### src/rtl/axi4_slv_pkg.sv
// Shared constants, FSM state types and helpers for the AXI4 burst memory slave.
// The AXI_SLV_WRAP_EN macro (see axi4_slv_addr_gen / axi4_burst_mem_slave) enables WRAP bursts.
package axi4_slv_pkg;

    localparam logic [1:0] BurstFixed = 2'b00;
    localparam logic [1:0] BurstIncr  = 2'b01;
    localparam logic [1:0] BurstWrap  = 2'b10;
    localparam logic [1:0] BurstRsvd  = 2'b11;

    localparam logic [1:0] RespOkay   = 2'b00;
    localparam logic [1:0] RespSlverr = 2'b10;

    typedef enum logic [1:0] {WIdle, WData, WResp} w_state_e;
    typedef enum logic {RIdle, RData} r_state_e;

    // WRAP lengths whose beat count is a power of two between 2 and 16.
    function automatic logic wrap_len_ok(input logic [7:0] len);
        return (len == 8'd1) || (len == 8'd3) || (len == 8'd7) || (len == 8'd15);
    endfunction

endpackage

### src/rtl/axi4_slv_addr_gen.sv
// Combinational next-word-index generator for FIXED/INCR bursts.
// WRAP support is compiled in only when AXI_SLV_WRAP_EN is defined.
module axi4_slv_addr_gen
    import axi4_slv_pkg::*;
#(
    parameter int unsigned IdxWidth = 4
) (
    input  logic [IdxWidth-1:0] addr_i,
    input  logic [7:0]          len_i,
    input  logic [1:0]          burst_i,
    output logic [IdxWidth-1:0] next_o
);

    logic [IdxWidth-1:0] incr;
    assign incr = addr_i + IdxWidth'(1);

`ifdef AXI_SLV_WRAP_EN
    localparam int unsigned LenExtW = (IdxWidth > 8) ? IdxWidth : 8;
    logic [LenExtW-1:0]  len_ext;
    logic [IdxWidth-1:0] wrap_mask;
    logic                unused_len;

    // For legal wrap lengths, len is exactly the mask of the wrapping low index bits.
    assign len_ext    = LenExtW'(len_i);
    assign wrap_mask  = len_ext[IdxWidth-1:0];
    assign unused_len = ^len_ext;

    always_comb begin
        next_o = incr;
        case (burst_i)
            BurstFixed: next_o = addr_i;
            BurstWrap:  next_o = (addr_i & ~wrap_mask) | (incr & wrap_mask);
            default:    next_o = incr;
        endcase
    end
`else
    logic unused_len;
    assign unused_len = ^len_i;

    always_comb begin
        next_o = incr;
        case (burst_i)
            BurstFixed: next_o = addr_i;
            default:    next_o = incr;
        endcase
    end
`endif

endmodule

### src/rtl/axi4_burst_mem_slave.sv
// AXI4 slave with word-addressed scratch memory and independent write/read burst engines.
// Define AXI_SLV_WRAP_EN to accept WRAP bursts; otherwise WRAP answers SLVERR.
module axi4_burst_mem_slave
    import axi4_slv_pkg::*;
#(
    parameter int unsigned C_S_AXI_ID_WIDTH   = 1,
    parameter int unsigned C_S_AXI_DATA_WIDTH = 32,
    parameter int unsigned C_S_AXI_ADDR_WIDTH = 6
) (
    input  logic                            ACLK,
    input  logic                            ARESETN,
    input  logic [C_S_AXI_ID_WIDTH-1:0]     S_AXI_AWID,
    input  logic [C_S_AXI_ADDR_WIDTH-1:0]   S_AXI_AWADDR,
    input  logic [7:0]                      S_AXI_AWLEN,
    input  logic [2:0]                      S_AXI_AWSIZE,
    input  logic [1:0]                      S_AXI_AWBURST,
    input  logic                            S_AXI_AWLOCK,
    input  logic [3:0]                      S_AXI_AWCACHE,
    input  logic [2:0]                      S_AXI_AWPROT,
    input  logic [3:0]                      S_AXI_AWQOS,
    input  logic [3:0]                      S_AXI_AWREGION,
    input  logic [0:0]                      S_AXI_AWUSER,
    input  logic                            S_AXI_AWVALID,
    output logic                            S_AXI_AWREADY,
    input  logic [C_S_AXI_DATA_WIDTH-1:0]   S_AXI_WDATA,
    input  logic [C_S_AXI_DATA_WIDTH/8-1:0] S_AXI_WSTRB,
    input  logic                            S_AXI_WLAST,
    input  logic [0:0]                      S_AXI_WUSER,
    input  logic                            S_AXI_WVALID,
    output logic                            S_AXI_WREADY,
    output logic [C_S_AXI_ID_WIDTH-1:0]     S_AXI_BID,
    output logic [1:0]                      S_AXI_BRESP,
    output logic [0:0]                      S_AXI_BUSER,
    output logic                            S_AXI_BVALID,
    input  logic                            S_AXI_BREADY,
    input  logic [C_S_AXI_ID_WIDTH-1:0]     S_AXI_ARID,
    input  logic [C_S_AXI_ADDR_WIDTH-1:0]   S_AXI_ARADDR,
    input  logic [7:0]                      S_AXI_ARLEN,
    input  logic [2:0]                      S_AXI_ARSIZE,
    input  logic [1:0]                      S_AXI_ARBURST,
    input  logic                            S_AXI_ARLOCK,
    input  logic [3:0]                      S_AXI_ARCACHE,
    input  logic [2:0]                      S_AXI_ARPROT,
    input  logic [3:0]                      S_AXI_ARQOS,
    input  logic [3:0]                      S_AXI_ARREGION,
    input  logic [0:0]                      S_AXI_ARUSER,
    input  logic                            S_AXI_ARVALID,
    output logic                            S_AXI_ARREADY,
    output logic [C_S_AXI_ID_WIDTH-1:0]     S_AXI_RID,
    output logic [C_S_AXI_DATA_WIDTH-1:0]   S_AXI_RDATA,
    output logic [1:0]                      S_AXI_RRESP,
    output logic                            S_AXI_RLAST,
    output logic [0:0]                      S_AXI_RUSER,
    output logic                            S_AXI_RVALID,
    input  logic                            S_AXI_RREADY
);

    localparam int unsigned IW      = C_S_AXI_ID_WIDTH;
    localparam int unsigned DW      = C_S_AXI_DATA_WIDTH;
    localparam int unsigned StrbW   = DW / 8;
    localparam int unsigned SizeLog = $clog2(StrbW);
    localparam int unsigned IdxW    = C_S_AXI_ADDR_WIDTH - SizeLog;
    localparam int unsigned Words   = 2 ** IdxW;
    localparam logic [2:0]  ExpSize = 3'(SizeLog);

    logic [DW-1:0] mem_q [Words];

    logic unused_inputs;
    assign unused_inputs = ^{S_AXI_AWLOCK, S_AXI_AWCACHE, S_AXI_AWPROT, S_AXI_AWQOS,
                             S_AXI_AWREGION, S_AXI_AWUSER, S_AXI_WUSER, S_AXI_ARLOCK,
                             S_AXI_ARCACHE, S_AXI_ARPROT, S_AXI_ARQOS, S_AXI_ARREGION,
                             S_AXI_ARUSER, S_AXI_AWADDR[SizeLog-1:0],
                             S_AXI_ARADDR[SizeLog-1:0]};
    assign S_AXI_BUSER = 1'b0;
    assign S_AXI_RUSER = 1'b0;

    // Request legality, evaluated on the address handshake.
    logic aw_wrap_err, ar_wrap_err, aw_err, ar_err;
`ifdef AXI_SLV_WRAP_EN
    assign aw_wrap_err = (S_AXI_AWBURST == BurstWrap) && !wrap_len_ok(S_AXI_AWLEN);
    assign ar_wrap_err = (S_AXI_ARBURST == BurstWrap) && !wrap_len_ok(S_AXI_ARLEN);
`else
    assign aw_wrap_err = (S_AXI_AWBURST == BurstWrap);
    assign ar_wrap_err = (S_AXI_ARBURST == BurstWrap);
`endif
    assign aw_err = (S_AXI_AWSIZE != ExpSize) || (S_AXI_AWBURST == BurstRsvd) || aw_wrap_err;
    assign ar_err = (S_AXI_ARSIZE != ExpSize) || (S_AXI_ARBURST == BurstRsvd) || ar_wrap_err;

    // ---------------- write engine ----------------
    w_state_e          w_state_q, w_state_d;
    logic              awready_q, awready_d, wready_q, wready_d, bvalid_q, bvalid_d;
    logic [IW-1:0]     bid_q, bid_d;
    logic [1:0]        bresp_q, bresp_d;
    logic [IdxW-1:0]   w_idx_q, w_idx_d, w_idx_next;
    logic [7:0]        w_len_q, w_len_d, w_cnt_q, w_cnt_d;
    logic [1:0]        w_burst_q, w_burst_d;
    logic              w_err_q, w_err_d, w_last_err_q, w_last_err_d;
    logic              aw_hs, w_hs, b_hs, w_final;

    assign aw_hs   = awready_q && S_AXI_AWVALID;
    assign w_hs    = wready_q && S_AXI_WVALID;
    assign b_hs    = bvalid_q && S_AXI_BREADY;
    assign w_final = (w_cnt_q == w_len_q);

    axi4_slv_addr_gen #(.IdxWidth(IdxW)) u_w_addr_gen (
        .addr_i  (w_idx_q),
        .len_i   (w_len_q),
        .burst_i (w_burst_q),
        .next_o  (w_idx_next)
    );

    always_ff @(posedge ACLK) begin
        if (!ARESETN) w_state_q <= WIdle;
        else          w_state_q <= w_state_d;
    end

    always_comb begin
        w_state_d = w_state_q;
        unique case (w_state_q)
            WIdle:   if (aw_hs) w_state_d = WData;
            WData:   if (w_hs && w_final) w_state_d = WResp;
            WResp:   if (b_hs) w_state_d = WIdle;
            default: w_state_d = WIdle;
        endcase
    end

    always_comb begin
        awready_d = (w_state_d == WIdle);
        wready_d  = (w_state_d == WData);
        bvalid_d  = (w_state_d == WResp);
    end

    always_comb begin
        bid_d        = bid_q;
        bresp_d      = bresp_q;
        w_idx_d      = w_idx_q;
        w_len_d      = w_len_q;
        w_burst_d    = w_burst_q;
        w_cnt_d      = w_cnt_q;
        w_err_d      = w_err_q;
        w_last_err_d = w_last_err_q;
        if (aw_hs) begin
            bid_d        = S_AXI_AWID;
            w_idx_d      = S_AXI_AWADDR[C_S_AXI_ADDR_WIDTH-1:SizeLog];
            w_len_d      = S_AXI_AWLEN;
            w_burst_d    = S_AXI_AWBURST;
            w_cnt_d      = 8'd0;
            w_err_d      = aw_err;
            w_last_err_d = 1'b0;
        end else if (w_hs) begin
            w_idx_d = w_idx_next;
            w_cnt_d = w_cnt_q + 8'd1;
            if (S_AXI_WLAST != w_final) w_last_err_d = 1'b1;
            if (w_final) bresp_d = (w_err_q || w_last_err_d) ? RespSlverr : RespOkay;
        end
    end

    always_ff @(posedge ACLK) begin
        if (!ARESETN) begin
            awready_q    <= 1'b0;
            wready_q     <= 1'b0;
            bvalid_q     <= 1'b0;
            bid_q        <= '0;
            bresp_q      <= RespOkay;
            w_idx_q      <= '0;
            w_len_q      <= 8'd0;
            w_burst_q    <= BurstFixed;
            w_cnt_q      <= 8'd0;
            w_err_q      <= 1'b0;
            w_last_err_q <= 1'b0;
        end else begin
            awready_q    <= awready_d;
            wready_q     <= wready_d;
            bvalid_q     <= bvalid_d;
            bid_q        <= bid_d;
            bresp_q      <= bresp_d;
            w_idx_q      <= w_idx_d;
            w_len_q      <= w_len_d;
            w_burst_q    <= w_burst_d;
            w_cnt_q      <= w_cnt_d;
            w_err_q      <= w_err_d;
            w_last_err_q <= w_last_err_d;
        end
    end

    // Contents survive reset; a beat coinciding with reset assertion is dropped.
    always_ff @(posedge ACLK) begin
        if (ARESETN && w_hs && !w_err_q) begin
            for (int b = 0; b < StrbW; b++) begin
                if (S_AXI_WSTRB[b]) mem_q[w_idx_q][8*b +: 8] <= S_AXI_WDATA[8*b +: 8];
            end
        end
    end

    assign S_AXI_AWREADY = awready_q;
    assign S_AXI_WREADY  = wready_q;
    assign S_AXI_BVALID  = bvalid_q;
    assign S_AXI_BID     = bid_q;
    assign S_AXI_BRESP   = bresp_q;

    // ---------------- read engine ----------------
    r_state_e          r_state_q, r_state_d;
    logic              arready_q, arready_d, rvalid_q, rvalid_d, rlast_q, rlast_d;
    logic [IW-1:0]     rid_q, rid_d;
    logic [DW-1:0]     rdata_q, rdata_d;
    logic [1:0]        rresp_q, rresp_d;
    logic [IdxW-1:0]   r_idx_q, r_idx_d, r_idx_next, ar_idx;
    logic [7:0]        r_len_q, r_len_d, r_cnt_q, r_cnt_d;
    logic [1:0]        r_burst_q, r_burst_d;
    logic              r_err_q, r_err_d, ar_hs, r_hs;

    assign ar_hs  = arready_q && S_AXI_ARVALID;
    assign r_hs   = rvalid_q && S_AXI_RREADY;
    assign ar_idx = S_AXI_ARADDR[C_S_AXI_ADDR_WIDTH-1:SizeLog];

    axi4_slv_addr_gen #(.IdxWidth(IdxW)) u_r_addr_gen (
        .addr_i  (r_idx_q),
        .len_i   (r_len_q),
        .burst_i (r_burst_q),
        .next_o  (r_idx_next)
    );

    always_ff @(posedge ACLK) begin
        if (!ARESETN) r_state_q <= RIdle;
        else          r_state_q <= r_state_d;
    end

    always_comb begin
        r_state_d = r_state_q;
        unique case (r_state_q)
            RIdle:   if (ar_hs) r_state_d = RData;
            RData:   if (r_hs && rlast_q) r_state_d = RIdle;
            default: r_state_d = RIdle;
        endcase
    end

    always_comb begin
        arready_d = (r_state_d == RIdle);
        rvalid_d  = (r_state_d == RData);
    end

    // RDATA is prefetched from the array at the handshake edge, so it sees pre-write contents.
    always_comb begin
        rid_d     = rid_q;
        rdata_d   = rdata_q;
        rresp_d   = rresp_q;
        rlast_d   = rlast_q;
        r_idx_d   = r_idx_q;
        r_len_d   = r_len_q;
        r_burst_d = r_burst_q;
        r_cnt_d   = r_cnt_q;
        r_err_d   = r_err_q;
        if (ar_hs) begin
            rid_d     = S_AXI_ARID;
            r_idx_d   = ar_idx;
            r_len_d   = S_AXI_ARLEN;
            r_burst_d = S_AXI_ARBURST;
            r_cnt_d   = 8'd0;
            r_err_d   = ar_err;
            rdata_d   = ar_err ? '0 : mem_q[ar_idx];
            rresp_d   = ar_err ? RespSlverr : RespOkay;
            rlast_d   = (S_AXI_ARLEN == 8'd0);
        end else if (r_hs) begin
            if (rlast_q) begin
                rlast_d = 1'b0;
            end else begin
                r_idx_d = r_idx_next;
                r_cnt_d = r_cnt_q + 8'd1;
                rdata_d = r_err_q ? '0 : mem_q[r_idx_next];
                rlast_d = ((r_cnt_q + 8'd1) == r_len_q);
            end
        end
    end

    always_ff @(posedge ACLK) begin
        if (!ARESETN) begin
            arready_q <= 1'b0;
            rvalid_q  <= 1'b0;
            rlast_q   <= 1'b0;
            rid_q     <= '0;
            rdata_q   <= '0;
            rresp_q   <= RespOkay;
            r_idx_q   <= '0;
            r_len_q   <= 8'd0;
            r_burst_q <= BurstFixed;
            r_cnt_q   <= 8'd0;
            r_err_q   <= 1'b0;
        end else begin
            arready_q <= arready_d;
            rvalid_q  <= rvalid_d;
            rlast_q   <= rlast_d;
            rid_q     <= rid_d;
            rdata_q   <= rdata_d;
            rresp_q   <= rresp_d;
            r_idx_q   <= r_idx_d;
            r_len_q   <= r_len_d;
            r_burst_q <= r_burst_d;
            r_cnt_q   <= r_cnt_d;
            r_err_q   <= r_err_d;
        end
    end

    assign S_AXI_ARREADY = arready_q;
    assign S_AXI_RVALID  = rvalid_q;
    assign S_AXI_RLAST   = rlast_q;
    assign S_AXI_RID     = rid_q;
    assign S_AXI_RDATA   = rdata_q;
    assign S_AXI_RRESP   = rresp_q;

endmodule

### config.mk
export PLATFORM = sky130hd
export DESIGN_NAME = axi4_burst_mem_slave
export DESIGN_NICKNAME = d
export VERILOG_FILES = /design/src/rtl/axi4_slv_pkg.sv /design/src/rtl/axi4_slv_addr_gen.sv /design/src/rtl/axi4_burst_mem_slave.sv
export SDC_FILE = /design/constraint.sdc
export NUM_CORES = 1
export LEC_CHECK = 0
export CORE_MARGIN = 1.5
export CORE_UTILIZATION = 53
export CTS_CLUSTER_DIAMETER = 50
export DETAILED_ROUTE_END_ITERATION = 8
export PLACE_DENSITY = 0.77
export SLEW_MARGIN = 40
export SYNTH_ARGS = -nofsm -noshare
export SYNTH_HDL_FRONTEND = slang
export SYNTH_SLANG_ARGS = --single-unit
### constraint.sdc
create_clock -name ACLK -period 2.4 [get_ports ACLK]
set_input_delay 0.24 -clock ACLK [delete_from_list [all_inputs] [get_ports ACLK]]
set_output_delay 0.24 -clock ACLK [all_outputs]
set_load 0.1 [all_outputs]
* Yosys cells after proc, flatten, opt, wreduce, memory -nomap -nowiden
Memories as Yosys holds them, arrays and structs flattened. Index checks and enable logic that the tools add are counted.
Storage, ports and cells: flip-flop bits (word level) 93, bits in writable memories 512, output and inout port bits 46, memories 1
Operators by class: $add $sub $neg 4, equal/unequal tests 15, muxes and demuxes 39, bitwise operators 5, reductions and logical operators 28
Memory list:
- mem_q | depth 16, bits a word 32, rd ports 2, clocked after Yosys merged registers in 0, wr ports 1, RTL line axi4_burst_mem_slave.sv:66 | logic [DW-1:0] mem_q [Words];
Operator list (count):
- two-way mux 32 bit | 5
- two-way mux 4 bit | 7
- two-way mux 1 bit | 20
- adder 8 x 1 -> 8 bit, second input constant | 2
- equality test 8 bit | 2
- equality test 2 bit, second input constant | 6
- two-way mux 2 bit | 5
- logical AND 1 bit | 9
- adder 4 x 1 -> 4 bit, second input constant | 2
- zero test 2 bit | 4
- zero test 8 bit | 1
- inequality test 3 x 2 -> 1 bit, second input constant | 2
- one-hot mux 2 bit (3 select lines) | 1
- AND reduction 2 bit | 3
- logical OR 1 bit | 5
- inverter 1 bit | 5
- equality test 2 x 1 -> 1 bit, second input constant | 2
- nonzero test 2 bit | 2
- OR reduction 2 bit | 2
- AND reduction 3 bit | 1
- inequality test 2 x 1 -> 1 bit, second input constant | 1
- inequality test 2 bit, second input constant | 1
- one-hot mux 1 bit (2 select lines) | 1
- zero test 1 bit | 1
- inequality test 1 bit | 1

* Depth between registers and ports, before layout
depth after elaboration 7, depth in mapped cells 11, depth with buffers taken out 7

* By module
Synthesis repeated with hierarchy kept, for this count alone.
Unflattened totals: cells, all modules 1842, area, all modules 27627.7 um^2
Modules (own cells, without submodules):
- axi4_burst_mem_slave | instances 1, cells each 1826, area an instance 27480.1 um^2, sequential area each 17176.5 um^2
- axi4_slv_addr_gen | instances 2, cells each 8, area an instance 73.8 um^2, sequential area each 0.0 um^2

* Least setup slack after synthesis
Ideal clock, no wire load.
kind reg-to-reg, from register wready_q (netlist: S_AXI_WREADY), to memory mem_q[10][0] in the netlist's numbering, enable pin, data arrival time 2.360 ns, setup slack -0.330 ns, cell stages (with the launch flop) 6, period minus slack after synthesis 2.730 ns, cell sequence dfxtp_1 > nand2_1 > nor3_1 > nand2_1 > clkbuf_1 > nor2_1
Between the ends: cells in the longest elaborated chain, start to end 5
RTL lines:
- start, declared | RTL line axi4_burst_mem_slave.sv:91 | logic awready_q, awready_d, wready_q, wready_d, bvalid_q, bvalid_d;
- start signal, assigned | RTL line axi4_burst_mem_slave.sv:173 | wready_q <= wready_d;
- logical AND 1 bit | RTL line axi4_burst_mem_slave.sv:101 | assign w_hs = wready_q && S_AXI_WVALID;
- logical AND 1 bit (2 in a row) | RTL line axi4_burst_mem_slave.sv:188 | if (ARESETN && w_hs && !w_err_q) begin
- two-way mux 1 bit | RTL line axi4_burst_mem_slave.sv:188
- two-way mux 1 bit (implied by the code) | RTL line axi4_burst_mem_slave.sv:190 | if (S_AXI_WSTRB[b]) mem_q[w_idx_q][8*b +: 8] <= S_AXI_WDATA[8*b +: 8];
- end, declared | RTL line axi4_burst_mem_slave.sv:66
No other way between the ends.

* Worst setup path after layout
from register r_idx_q[1], to register rdata_q[10] (netlist: S_AXI_RDATA[10])
Between the ends: cells in the longest elaborated chain, start to end 7
RTL lines:
- start, declared | RTL line axi4_burst_mem_slave.sv:207 | logic [IdxW-1:0] r_idx_q, r_idx_d, r_idx_next, ar_idx;
- start signal, assigned | RTL line axi4_burst_mem_slave.sv:295 | r_idx_q <= r_idx_d;
- adder 4 x 1 -> 4 bit | RTL line axi4_slv_addr_gen.sv:15 | assign incr = addr_i + IdxWidth'(1);
- two-way mux 4 bit (*) | RTL line axi4_slv_addr_gen.sv:42 | case (burst_i)
- memory (16 x 32 bit) (*)
- two-way mux 32 bit (*) | RTL line axi4_burst_mem_slave.sv:269 | rdata_d = r_err_q ? '0 : mem_q[r_idx_next];
- two-way mux 32 bit (*) | RTL line axi4_burst_mem_slave.sv:264 | if (rlast_q) begin
- two-way mux 32 bit (*) | RTL line axi4_burst_mem_slave.sv:263 | end else if (r_hs) begin
- two-way mux 32 bit (*) | RTL line axi4_burst_mem_slave.sv:253 | if (ar_hs) begin
- end signal, assigned | RTL line axi4_burst_mem_slave.sv:293 | rdata_q <= rdata_d;
- end, declared | RTL line axi4_burst_mem_slave.sv:205 | logic [DW-1:0] rdata_q, rdata_d;
Mark *: on every way between the ends. The rest lies on a longest branch, timed or not. The select of a mux whose other input is x is not followed. A chain may end at the register's enable or synchronous reset.

==> summary.txt <==
Floorplan
  – Die X: roughly 250 um
  – Placement Rows: just under 90
  – Core area: just under 0.06 mm2
  – Full die area: around 0.06 mm2
  – I/O pin count: around 170
  – Initial Utilization: ~53%
  – Die Y: approximately 250 um

STA
  – Unrepaired setup endpoints after global routing: yes
  – Fin. Hold Viols: 0
  – Worst-margin pin slew: a little over 0.6 ns
  – Clock skew: around 0.027 ns
  – Hold Slack: around 0.13 ns
  – Fmax: 0.428 GHz
  – Max Transition Viols Final: 0
  – Final min period: 2.34 ns
  – Setup-failing EPs final: 0
  – Worst slew margin: between 50% and 60%
  – Crit share post-route: 97.3%
  – Setup TNS Final: 0 ns

Global route
  – GRT Total Usage: between 30% and 40%
  – Largest net degree at the start of global routing: 80
  – Vias in the first global route: between 20000 and 25000
  – First-pass GRT wire length: 141000 um
  – Initial antenna violation count: 1
  – Gr ovfl total: 0

Synth
  – Gate count of the mapped netlist: 2361
  – Top-area cell type share of the netlist area: just under 50%
  – Mux cell area share after synthesis: between 20% and 30%
  – Xor/xnor cell area share of the yosys netlist: about 1.2%
  – Post-synthesis sequential area ratio: ~55%
  – Distinct cells, synth: 66
  – Synth warnings: 0
  – Async set or reset register ratio after synthesis: 0%
  – Post-Synth Adder-Cell Area: 0.278%
  – Most used DFF post-synth: edfxtp_1
  – Syn avg cell area: 13.3 um2
  – Largest family of logic cells by synthesized area: multiplexers
  – Synth Area in Compound Gates: approximately an eighth
  – Synth area leader: edfxtp_1
  – Register bit total from synthesis: 602
  – Synth Area in Simple Gates: under 10%
  – Synth top area cells: edfxtp_1 (49%), mux4_2 (12%), mux2i_1 (9.1%)
  – Mapped cell area: around 0.031 mm2
  – Post-synth EDFFs: about 510

Power and ir drop
  – Pwr Density: a little over 700 mW/mm2
  – Max VDD drop: ~0.00061 V
  – Pleak: 12.1 nW

Critical path
  – Data arrival, critical path: around 2.8 ns
  – Crit path largest cell delay: between 0.3 and 0.4 ns
  – CP Launch Type: flop
  – Maximum fanout along the worst path: 30
  – WS Path Type: reg2reg
  – R2R setup slack: ~0.065 ns
  – Most common cell on crit path: buf_12
  – Worst setup EP type: flop
  – Worst-path cell chain: ha_4, buf_4, mux2i_4, buf_12, buf_12, mux4_2, o21ai_0, o31ai_1
  – Slowest-stage cell, CP: dfxtp_4
  – Worst Path Required: 2.89 ns

Cells and area
  – Layout cell share with drive strength beyond 1: 20.6%
  – Fill cells: 4141
  – Final net count: 2661
  – Final Non-Filler Cells: ~3400
  – Post-layout instance area: ~0.037 mm2
  – Syn-to-layout area delta: 17.2%

Worst hold path
  – Hold/Removal Path Class: in2reg

Routing
  – DRC: 0
  – Drt first pass iters: 8
  – Initial DRC Count: approximately 3100
  – Routed WL: roughly 96000 um
  – WL/cell: roughly 28 um
  – Post-DR vias/cell: between 6 and 7
  – Vias: around 24000
  – Final antenna-violating net count: 0

Clock network
  – Clock Tree Buf Depth: 3
  – CTS buffer count: 68
  – Root Driver: clkbuf_16
  – Hold buffers post-CTS: 0
  – Clk sink count: between 600 and 700
  – Worst-Skew Late Latency: roughly 0.63 ns
  – Clk pin slew, worst setup/hold paths: roughly 0.060 ns
  – H-Tree Depth: 3
  – CTS tree: done

Run
  – Max-Cap Viols: 0

Place
  – Dpl cells: between 3000 and 4000
  – Post-DP HPWL: approximately 61000 um
  – Routability Congestion: 0.921
  – Placed cell area: 0.0345 mm2
  – Port buffer count: about 120

Run status
  – Status: finished, final reports clean
-- metrics by stage --
step                total power [mW]  utilization [%]  worst slack [ns]
floorplan                       14.5                -            0.0378
global placement                15.7             58.6            0.0913
detailed placement              15.8             58.6            0.0355
CTS                             26.0             62.4            0.0110
global route                    26.8             62.7          0.000658
finish                          26.1             62.7            0.0645
-- flip-flops by register name (all words and copies together) (netlist names) --
register,flops
mem_q,512
S_AXI_RDATA,32
r_cnt_q,8
r_len_q,8
w_cnt_q,8
w_len_q,8
r_idx_q,4
w_idx_q,4
r_burst_q,2
w_burst_q,2
w_state_q,2
S_AXI_ARREADY,1
S_AXI_AWREADY,1
S_AXI_BID,1
S_AXI_BRESP,1
S_AXI_BVALID,1
S_AXI_RID,1
S_AXI_RLAST,1
S_AXI_RRESP,1
S_AXI_RVALID,1
S_AXI_WREADY,1
w_err_q,1
w_last_err_q,1
-- synth_stat cells (18+ instances only) --
master,count
nor2_1,112
a211oi_1,122
nand2_1,152
mux4_2,169
o21ai_0,30
o21ai_1,18
or2_0,19
xor2_1,24
buf_4,36
xnor2_1,18
buf_2,74
a21oi_1,228
edfxtp_1,512
o22ai_1,28
nand3_1,26
o31ai_1,27
clkbuf_1,80
a311oi_1,28
dfxtp_1,90
mux2i_1,286
nor2b_1,35
o22a_1,27
a22oi_1,94
-- cell type report --
| type | count | area, um2 | share of cell area, % |
|---|---|---|---|
| sequential | 602 | 17200 | 46.6 |
| multi-input combinational | 1550 | 13300 | 36.1 |
| timing repair buffer | 308 | 3150 | 8.55 |
| clock buffer | 83 | 1840 | 4.98 |
| tap | 773 | 967 | 2.62 |
| clock inverter | 41 | 382 | 1.04 |
| inverter | 5 | 18.8 | 0.0509 |
| antenna | 1 | 2.50 | 0.00679 |
-- routing by layer --
layer	vias up	track usage (%)	share of wire, %
li1	9791	-	-
met3	373	7.72	12
met5	-	0	0
met1	11600	40.1	36
met2	1782	49.1	47
met4	0	16.2	5.2
-- timing repair --
| item | in CTS | in global routing |
|---|---|---|
| endpoints found under the hold margin | 0 | 0 |
| resized for setup | 0 | 19 |
| buffers inserted | 0 | 3 |
| endpoints found under the setup margin | 0 | 30 |
-- cell usage in the layout (no fill, tap or decap), types with 6 or more instances in the layout --
| master | n |
|---|---|
| nor2b_1 | 35 |
| xnor2_1 | 17 |
| a311oi_1 | 27 |
| o21ai_1 | 18 |
| a22oi_1 | 94 |
| nand2_1 | 152 |
| o22ai_1 | 28 |
| mux4_2 | 169 |
| clkdlybuf4s50_1 | 76 |
| ha_1 | 6 |
| clkbuf_16 | 73 |
| edfxtp_1 | 512 |
| buf_12 | 40 |
| mux2i_1 | 285 |
| a211oi_1 | 121 |
| o31ai_1 | 27 |
| a21oi_1 | 227 |
| clkinv_1 | 14 |
| xor2_1 | 24 |
| nand3_1 | 26 |
| buf_4 | 179 |
| clkinv_2 | 6 |
| dfxtp_1 | 86 |
| clkbuf_1 | 10 |
| nor2_1 | 109 |
| or2_0 | 19 |
| o21ai_0 | 30 |
| o22a_1 | 27 |
| or2_1 | 8 |
| nor3_1 | 10 |
-- where the power goes --
group          switching, mW  internal (mW)
combinational           2.60           1.63
clock                   4.30           6.03
sequential             0.119           11.4
-- path summary, 6_finish.rpt --
path | from | end | cells past startpoint
worst max-delay path | r_idx_q[1] | S_AXI_RDATA[10] | 8
worst min-delay path | S_AXI_ARADDR[3] | r_idx_q[1] | 3
worst max register to register | r_idx_q[1] | S_AXI_RDATA[10] | 8
worst min register to register | S_AXI_RID | S_AXI_RID | 2
-- worst max-delay path, delay by kind of cell, from the launching register on --
kind / cells / cell delay [ns]
buf+inv: 3 / 0.58
mux: 2 / 0.52
flops: 1 / 0.39
fa+ha+maj: 1 / 0.35
compound gates: 2 / 0.35
-- cell families after synthesis --
| kind of cell | Yosys count |
|---|---|
| other | 1 |
| muxes | 457 |
| xor gates and xnor gates | 42 |
| buffers and inverters | 213 |
| adders and majority gates | 7 |
| and+or+nand+nor | 402 |
| DFF | 602 |
| AOI/OAI and AO/OA | 637 |
Power figures use the tool's default switching activity.
